File: config.mk
export PLATFORM = sky130hd
export DESIGN_NAME = fp_div_sched_flat
export DESIGN_NICKNAME = d
export VERILOG_FILES = /design/src/rtl/fp_div_sched_if.sv /design/src/rtl/fp_div_sched.sv /design/src/flat_wrapper.sv
export SDC_FILE = /design/constraint.sdc
export NUM_CORES = 1
export LEC_CHECK = 0
export ABC_AREA = 1
export CORE_MARGIN = 1
export CORE_UTILIZATION = 49
export DETAILED_ROUTE_END_ITERATION = 10
export PLACE_DENSITY = 0.81
export SLEW_MARGIN = 10
export SYNTH_ARGS = -nofsm -noshare
export SYNTH_HDL_FRONTEND = slang
export SYNTH_SLANG_ARGS = --single-unit
File: constraint.sdc
create_clock -name clk -period 2.82 [get_ports clk]
set_input_delay 0.564 -clock clk [delete_from_list [all_inputs] [get_ports clk]]
set_output_delay 0.564 -clock clk [all_outputs]
set_load 0.02 [all_outputs]
File: src/rtl/fp_div_sched_if.sv
// Bundle of the requester, divider and response signals of fp_div_sched.
// The scheduler uses the slave view; the surrounding logic uses the master view.
interface fp_div_sched_if #(
    parameter int unsigned NUM_REQ = 4,
    parameter int unsigned IDW     = (NUM_REQ > 1) ? $clog2(NUM_REQ) : 1
);
    logic [NUM_REQ-1:0]    req_valid;
    logic [NUM_REQ-1:0]    req_ready;
    logic [16*NUM_REQ-1:0] req_opA;
    logic [16*NUM_REQ-1:0] req_opB;
    logic [15:0]           div_opA;
    logic [15:0]           div_opB;
    logic [15:0]           div_quotient;
    logic [2:0]            div_flags;
    logic                  resp_valid;
    logic                  resp_ready;
    logic [IDW-1:0]        resp_id;
    logic [15:0]           resp_quotient;
    logic [2:0]            resp_flags;
    logic                  busy;

    modport slave (
        input  req_valid, req_opA, req_opB, div_quotient, div_flags, resp_ready,
        output req_ready, div_opA, div_opB, resp_valid, resp_id, resp_quotient, resp_flags,
               busy
    );

    modport master (
        output req_valid, req_opA, req_opB, div_quotient, div_flags, resp_ready,
        input  req_ready, div_opA, div_opB, resp_valid, resp_id, resp_quotient, resp_flags,
               busy
    );
endinterface

File: src/rtl/fp_div_sched.sv
// Shares one pipelined bfloat16 divider between NUM_REQ requesters: round-robin grant,
// credit-limited issue, tag pipeline aligned to the divider, in-order result FIFO.
module fp_div_sched #(
    parameter int unsigned NUM_REQ    = 4,
    parameter int unsigned DIV_LAT    = 1,
    parameter int unsigned FIFO_DEPTH = 4,
    parameter int unsigned IDW        = (NUM_REQ > 1) ? $clog2(NUM_REQ) : 1
) (
    input logic           clk,
    input logic           reset_n,
    fp_div_sched_if.slave bus
);
    localparam int unsigned PTRW   = (FIFO_DEPTH > 1) ? $clog2(FIFO_DEPTH) : 1;
    localparam int unsigned CNTW   = $clog2(FIFO_DEPTH + 1);
    // Stage 0 lines up with the operand register, the last stage with the quotient.
    localparam int unsigned STAGES = DIV_LAT + 1;
    localparam logic [CNTW:0] DepthW = (CNTW + 1)'(FIFO_DEPTH);

    logic [CNTW-1:0]  count_q, count_d;
    logic [CNTW-1:0]  inflight_q, inflight_d;
    logic [IDW-1:0]   rr_q, rr_d;
    logic [15:0]      opa_q, opb_q;
    logic [STAGES-1:0] tag_vld_q;
    logic [IDW-1:0]   tag_id_q [STAGES];
    logic [IDW-1:0]   id_mem  [FIFO_DEPTH];
    logic [15:0]      quo_mem [FIFO_DEPTH];
    logic [2:0]       flg_mem [FIFO_DEPTH];
    logic [PTRW-1:0]  wr_ptr_q, wr_ptr_d;
    logic [PTRW-1:0]  rd_ptr_q, rd_ptr_d;

    logic [CNTW:0]        used;
    logic                 credit_ok;
    logic [NUM_REQ-1:0]   grant;
    logic [IDW-1:0]       grant_id;
    logic                 hs;
    logic                 cap;
    logic                 pop;
    logic                 resp_vld;

    assign used      = {1'b0, count_q} + {1'b0, inflight_q};
    assign credit_ok = used < DepthW;
    assign cap       = tag_vld_q[STAGES-1];
    assign resp_vld  = count_q != '0;
    assign pop       = resp_vld && bus.resp_ready;

    // Reset gates the grant so req_ready drops as soon as reset_n falls.
    always_comb begin
        grant    = '0;
        grant_id = '0;
        hs       = 1'b0;
        if (reset_n && credit_ok) begin
            for (int k = 0; k < int'(NUM_REQ); k++) begin
                if (!hs && bus.req_valid[(int'(rr_q) + k) % int'(NUM_REQ)]) begin
                    hs       = 1'b1;
                    grant_id = IDW'((int'(rr_q) + k) % int'(NUM_REQ));
                end
            end
        end
        if (hs) begin
            grant[grant_id] = 1'b1;
        end
    end

    always_comb begin
        rr_d = rr_q;
        if (hs) begin
            rr_d = (grant_id == IDW'(NUM_REQ - 1)) ? '0 : grant_id + 1'b1;
        end
        inflight_d = inflight_q + CNTW'(hs) - CNTW'(cap);
        count_d    = count_q + CNTW'(cap) - CNTW'(pop);
        wr_ptr_d   = wr_ptr_q;
        if (cap) begin
            wr_ptr_d = (wr_ptr_q == PTRW'(FIFO_DEPTH - 1)) ? '0 : wr_ptr_q + 1'b1;
        end
        rd_ptr_d = rd_ptr_q;
        if (pop) begin
            rd_ptr_d = (rd_ptr_q == PTRW'(FIFO_DEPTH - 1)) ? '0 : rd_ptr_q + 1'b1;
        end
    end

    always_ff @(posedge clk or negedge reset_n) begin
        if (!reset_n) begin
            rr_q       <= '0;
            count_q    <= '0;
            inflight_q <= '0;
            wr_ptr_q   <= '0;
            rd_ptr_q   <= '0;
            opa_q      <= '0;
            opb_q      <= '0;
        end else begin
            rr_q       <= rr_d;
            count_q    <= count_d;
            inflight_q <= inflight_d;
            wr_ptr_q   <= wr_ptr_d;
            rd_ptr_q   <= rd_ptr_d;
            if (hs) begin
                opa_q <= bus.req_opA[16*grant_id +: 16];
                opb_q <= bus.req_opB[16*grant_id +: 16];
            end
        end
    end

    always_ff @(posedge clk or negedge reset_n) begin
        if (!reset_n) begin
            tag_vld_q <= '0;
            for (int s = 0; s < int'(STAGES); s++) begin
                tag_id_q[s] <= '0;
            end
        end else begin
            tag_vld_q[0] <= hs;
            tag_id_q[0]  <= grant_id;
            for (int s = 1; s < int'(STAGES); s++) begin
                tag_vld_q[s] <= tag_vld_q[s-1];
                tag_id_q[s]  <= tag_id_q[s-1];
            end
        end
    end

    always_ff @(posedge clk or negedge reset_n) begin
        if (!reset_n) begin
            for (int i = 0; i < int'(FIFO_DEPTH); i++) begin
                id_mem[i]  <= '0;
                quo_mem[i] <= '0;
                flg_mem[i] <= '0;
            end
        end else if (cap) begin
            id_mem[wr_ptr_q]  <= tag_id_q[STAGES-1];
            quo_mem[wr_ptr_q] <= bus.div_quotient;
            flg_mem[wr_ptr_q] <= bus.div_flags;
        end
    end

    assign bus.req_ready     = grant;
    assign bus.div_opA       = opa_q;
    assign bus.div_opB       = opb_q;
    assign bus.resp_valid    = resp_vld;
    assign bus.resp_id       = resp_vld ? id_mem[rd_ptr_q] : '0;
    assign bus.resp_quotient = resp_vld ? quo_mem[rd_ptr_q] : '0;
    assign bus.resp_flags    = resp_vld ? flg_mem[rd_ptr_q] : '0;
    assign bus.busy          = (count_q != '0) || (inflight_q != '0);

    a_count_range: assert property (@(posedge clk) disable iff (!reset_n)
        {1'b0, count_q} <= DepthW);
    a_no_overflow: assert property (@(posedge clk) disable iff (!reset_n)
        !(cap && !pop && ({1'b0, count_q} == DepthW)));
endmodule

File: src/flat_wrapper.sv
// flat-port wrapper written by rule: the top's interface ports become plain ports
module fp_div_sched_flat 
#(
    parameter int unsigned NUM_REQ    = 4,
    parameter int unsigned DIV_LAT    = 1,
    parameter int unsigned FIFO_DEPTH = 4,
    parameter int unsigned IDW        = (NUM_REQ > 1) ? $clog2(NUM_REQ) : 1
)
  (clk, reset_n, bus_req_valid, bus_req_opA, bus_req_opB, bus_div_quotient, bus_div_flags, bus_resp_ready, bus_req_ready, bus_div_opA, bus_div_opB, bus_resp_valid, bus_resp_id, bus_resp_quotient, bus_resp_flags, bus_busy);
  fp_div_sched_if #(.NUM_REQ(NUM_REQ), .IDW(IDW)) bus_i ();
  input logic clk;
  input logic reset_n;
  input wire logic [$bits(bus_i.req_valid)-1:0] bus_req_valid;
  input wire logic [$bits(bus_i.req_opA)-1:0] bus_req_opA;
  input wire logic [$bits(bus_i.req_opB)-1:0] bus_req_opB;
  input wire logic [$bits(bus_i.div_quotient)-1:0] bus_div_quotient;
  input wire logic [$bits(bus_i.div_flags)-1:0] bus_div_flags;
  input wire logic [$bits(bus_i.resp_ready)-1:0] bus_resp_ready;
  output wire logic [$bits(bus_i.req_ready)-1:0] bus_req_ready;
  output wire logic [$bits(bus_i.div_opA)-1:0] bus_div_opA;
  output wire logic [$bits(bus_i.div_opB)-1:0] bus_div_opB;
  output wire logic [$bits(bus_i.resp_valid)-1:0] bus_resp_valid;
  output wire logic [$bits(bus_i.resp_id)-1:0] bus_resp_id;
  output wire logic [$bits(bus_i.resp_quotient)-1:0] bus_resp_quotient;
  output wire logic [$bits(bus_i.resp_flags)-1:0] bus_resp_flags;
  output wire logic [$bits(bus_i.busy)-1:0] bus_busy;
  assign bus_i.req_valid = bus_req_valid;
  assign bus_i.req_opA = bus_req_opA;
  assign bus_i.req_opB = bus_req_opB;
  assign bus_i.div_quotient = bus_div_quotient;
  assign bus_i.div_flags = bus_div_flags;
  assign bus_i.resp_ready = bus_resp_ready;
  assign bus_req_ready = bus_i.req_ready;
  assign bus_div_opA = bus_i.div_opA;
  assign bus_div_opB = bus_i.div_opB;
  assign bus_resp_valid = bus_i.resp_valid;
  assign bus_resp_id = bus_i.resp_id;
  assign bus_resp_quotient = bus_i.resp_quotient;
  assign bus_resp_flags = bus_i.resp_flags;
  assign bus_busy = bus_i.busy;
  fp_div_sched #(.NUM_REQ(NUM_REQ), .DIV_LAT(DIV_LAT), .FIFO_DEPTH(FIFO_DEPTH), .IDW(IDW)) u_core (.clk(clk), .reset_n(reset_n), .bus(bus_i));
endmodule
==> metrics.txt <==
max-cap check violation count 0; RSZ-0062 raised after global routing yes; CP cell instances inv_4 > nand2_1 > nand3_2 > nand2_4 > nor2_4 > nand3_2 > nand2_2 > nand3_4 > buf_6 > ha_1 > inv_1 > nor2_1 > buf_4; Combinational Power Share between 50% and 60%; global-route wire length before repair between 30,000 and 40,000 um; final-report max-slew violation count 0; Gate Count Post-Synth 1,124; clock latency on the worst-skew pair approximately 0.42 ns; Top Ports 213; async set-or-reset flop fraction in the synthesized netlist 100%; final cycle utilization of the critical path 103%; most frequent cell after synthesis nand2_1; area grow syn2layout 40.9%; CP required 2.26 ns; syn_nets 1,295; Fin. Hold Viols 0; slowest cell on the critical path dfrtp_2; grt peak-use layer met2; Worst Path Max Fanout 9; number of instances in the placed design 1,515; post-route DRC violation count 0; Yosys top cell by area dfrtp_1; PwrDens 1150 mW/mm2; final std cells w/o fill 1,559; M2 GR Usage 49.7%; YS warnings 0; CTS max path bufs 2; grt total ovfl 0; clock sink total 134; met1 Use GR 32.4%; Seq cells post-synth between 100 and 150; Final setup violation count 4; GRT met3 Usage 8.57%; layout cell share with drive strength beyond 1 9.42%; Die Area 0.0165 mm2; Total GRT Usage 28.1%; Distinct cells, synth 27; DRT iter0 DRCs 566; EDFF count, synth 0; CTS tree done; post-route setup slack -0.0796 ns; first element of the critical path u_core.rr_q[0]; worst r2r src u_core.rr_q[0]; synthesized area per cell ~7.0 um2; worst vdd ir 0.627 mV; initial core utilization 50.8%; Internal 7.08 mW; max incr delay on CP 0.48 ns; ys flop type dfrtp_1; Crit. End Element output pin; most used cell, CP nand3_2; total CTS buffers 17; top cells by instance count after synthesis nand2_1, inv_1, dfrtp_1; IO buf count 212; Final Skew just over 0.008 ns; maximum clock rate 0.345 GHz; number of global-route vias before repair 7,614; status complete, but fails checks; critical path class register to output pin; WL per Instance 14.5 um; final wirelength 22,700 um; antenna violations before repair 0; Nets 1,508; CP Launch Type register; actual slew at the worst max-slew pin 1.04 ns; LEAKAGE 5.82 nW; Clock transition at path regs roughly 0.06 ns; row count 45; sequential share of power 27.3%; DIE WIDTH 128 um; vias per cell 5.14; HPWL after DPL roughly 15,000 um; GPL Wtd Cong 0.851; Worst path top cell family by delay simple AND/OR/NAND/NOR gates; WP data arrival approximately 2.3 ns; drt first pass iters 5; largest net degree at the start of global routing 86; slew margin rel. between 30% and 40%; dpl ws -0.561 ns; synth top area cells dfrtp_1, nand2_1, o21ai_0; sw frac 44.1%; Final Util 71.5%; Final ANT Viol Nets 0; switching power about 5.6 mW; top-area cell type share of the netlist area 42.8%; die height 128 um; via count about 8,000; fin crit period 2.90 ns; Syn Std Cell Area roughly 0.0078 mm2; HP Class primary input to asynchronous set/reset pin; failing checks setup timing; worst path bufs/invs 4; sequential cell area fraction in the yosys report 42.8%; Root Driver clkbuf_16; diode count 0; core box area 0.0154 mm2; H-tree Lvls 4; clock network fraction of total power between 10% and 20%
layer usage:
metal	share of wire [%]	vias up	routed length [um]
met3	8.0	43	1810
li1	-	3939	-
met5	0	-	0
met2	51	303	11500
met1	39	3728	8890
met4	2.2	0	506
worst paths after layout:
| path | end | slack (ns) | depth (start not counted) |
|---|---|---|---|
| max | bus_req_ready[2] | -0.08 | 13 |
| min | u_core.quo_mem[40] | 0.28 | 2 |
| max reg2reg | u_core.inflight_q[2] | 0.18 | 12 |
| min reg2reg | u_core.tag_vld_q[1] | 0.34 | 0 |
| max in group asynchronous | u_core.rr_q[0] | 1.00 | 3 |
| min in group clk | u_core.tag_vld_q[1] | 0.34 | 0 |
area by class of cell:
class	count	area, um2
fill	1253	4390
multi-input combinational	737	3570
sequential	134	3360
timing repair buffer	267	2610
inverter	180	681
clock buffer	23	488
tap	211	264
clock inverter	7	72.6
metrics by stage:
step	hold WS, ns	TNS, ns	instance area [um2]	power (mW)
after floorplan	0.268	0	7840	7.65
after global placement	0.332	-2.30	10200	9.91
after detailed placement	0.335	-3.97	10200	10.1
after CTS	0.286	-0.212	10900	12.5
after global routing	0.328	-0.715	11000	13.6
final	0.278	-0.263	11000	12.7
registers in the layout, indices dropped and copies added, names as in the netlist, 3 cells and up:
register and cells:
u_core.quo_mem 64, u_core.bus.div_opA 16, u_core.bus.div_opB 16, u_core.flg_mem 12
u_core.id_mem 8, u_core.tag_id_q 4, u_core.count_q 3, u_core.inflight_q 3
power groups by stage:
stage / combinational (mW) / sequential, mW / clock [mW]
2_1_floorplan: 4.10 / 3.56 / 0
3_3_place_gp: 6.53 / 3.39 / 0
3_5_place_dp: 6.69 / 3.43 / 0
4_1_cts: 6.90 / 3.44 / 2.12
5_1_grt: 7.84 / 3.56 / 2.21
6_report: 7.11 / 3.45 / 2.10
layout by cell type, fill, tap and decap left out, types with 4 or more instances in the layout:
master             n
ha_1              12
clkdlybuf4s50_1  195
clkbuf_16         17
buf_4             49
nor2_1            90
dfrtp_1          132
o21ai_0          131
clkbuf_8           4
nand3_2            4
dlymetal6s2s_1    12
nand4_1           64
a21oi_1           22
buf_6              9
inv_2              9
nand2_1          314
nand3_1           67
inv_1            168
nand2_2           10
logic make-up after synthesis:
logic type / after synthesis / share of synthesized area (%)
simple gates: 560 / 30.6
buf+inv: 253 / 13.2
compound gates: 156 / 10.0
flops: 134 / 42.8
fa+ha+maj: 17 / 2.91
xor+xnor: 4 / 0.447
timing repair:
action / 4_1_cts / 5_1_grt
hold endpoints to repair: 0 / 0
endpoints found under the setup margin: 11 / 22
setup buffers: 5 / 8
pin swaps: 8 / 14
hold buffers: 0 / 0
resized for setup: 37 / 37
cloned: 1 / 0
Power figures use the tool's default switching activity.
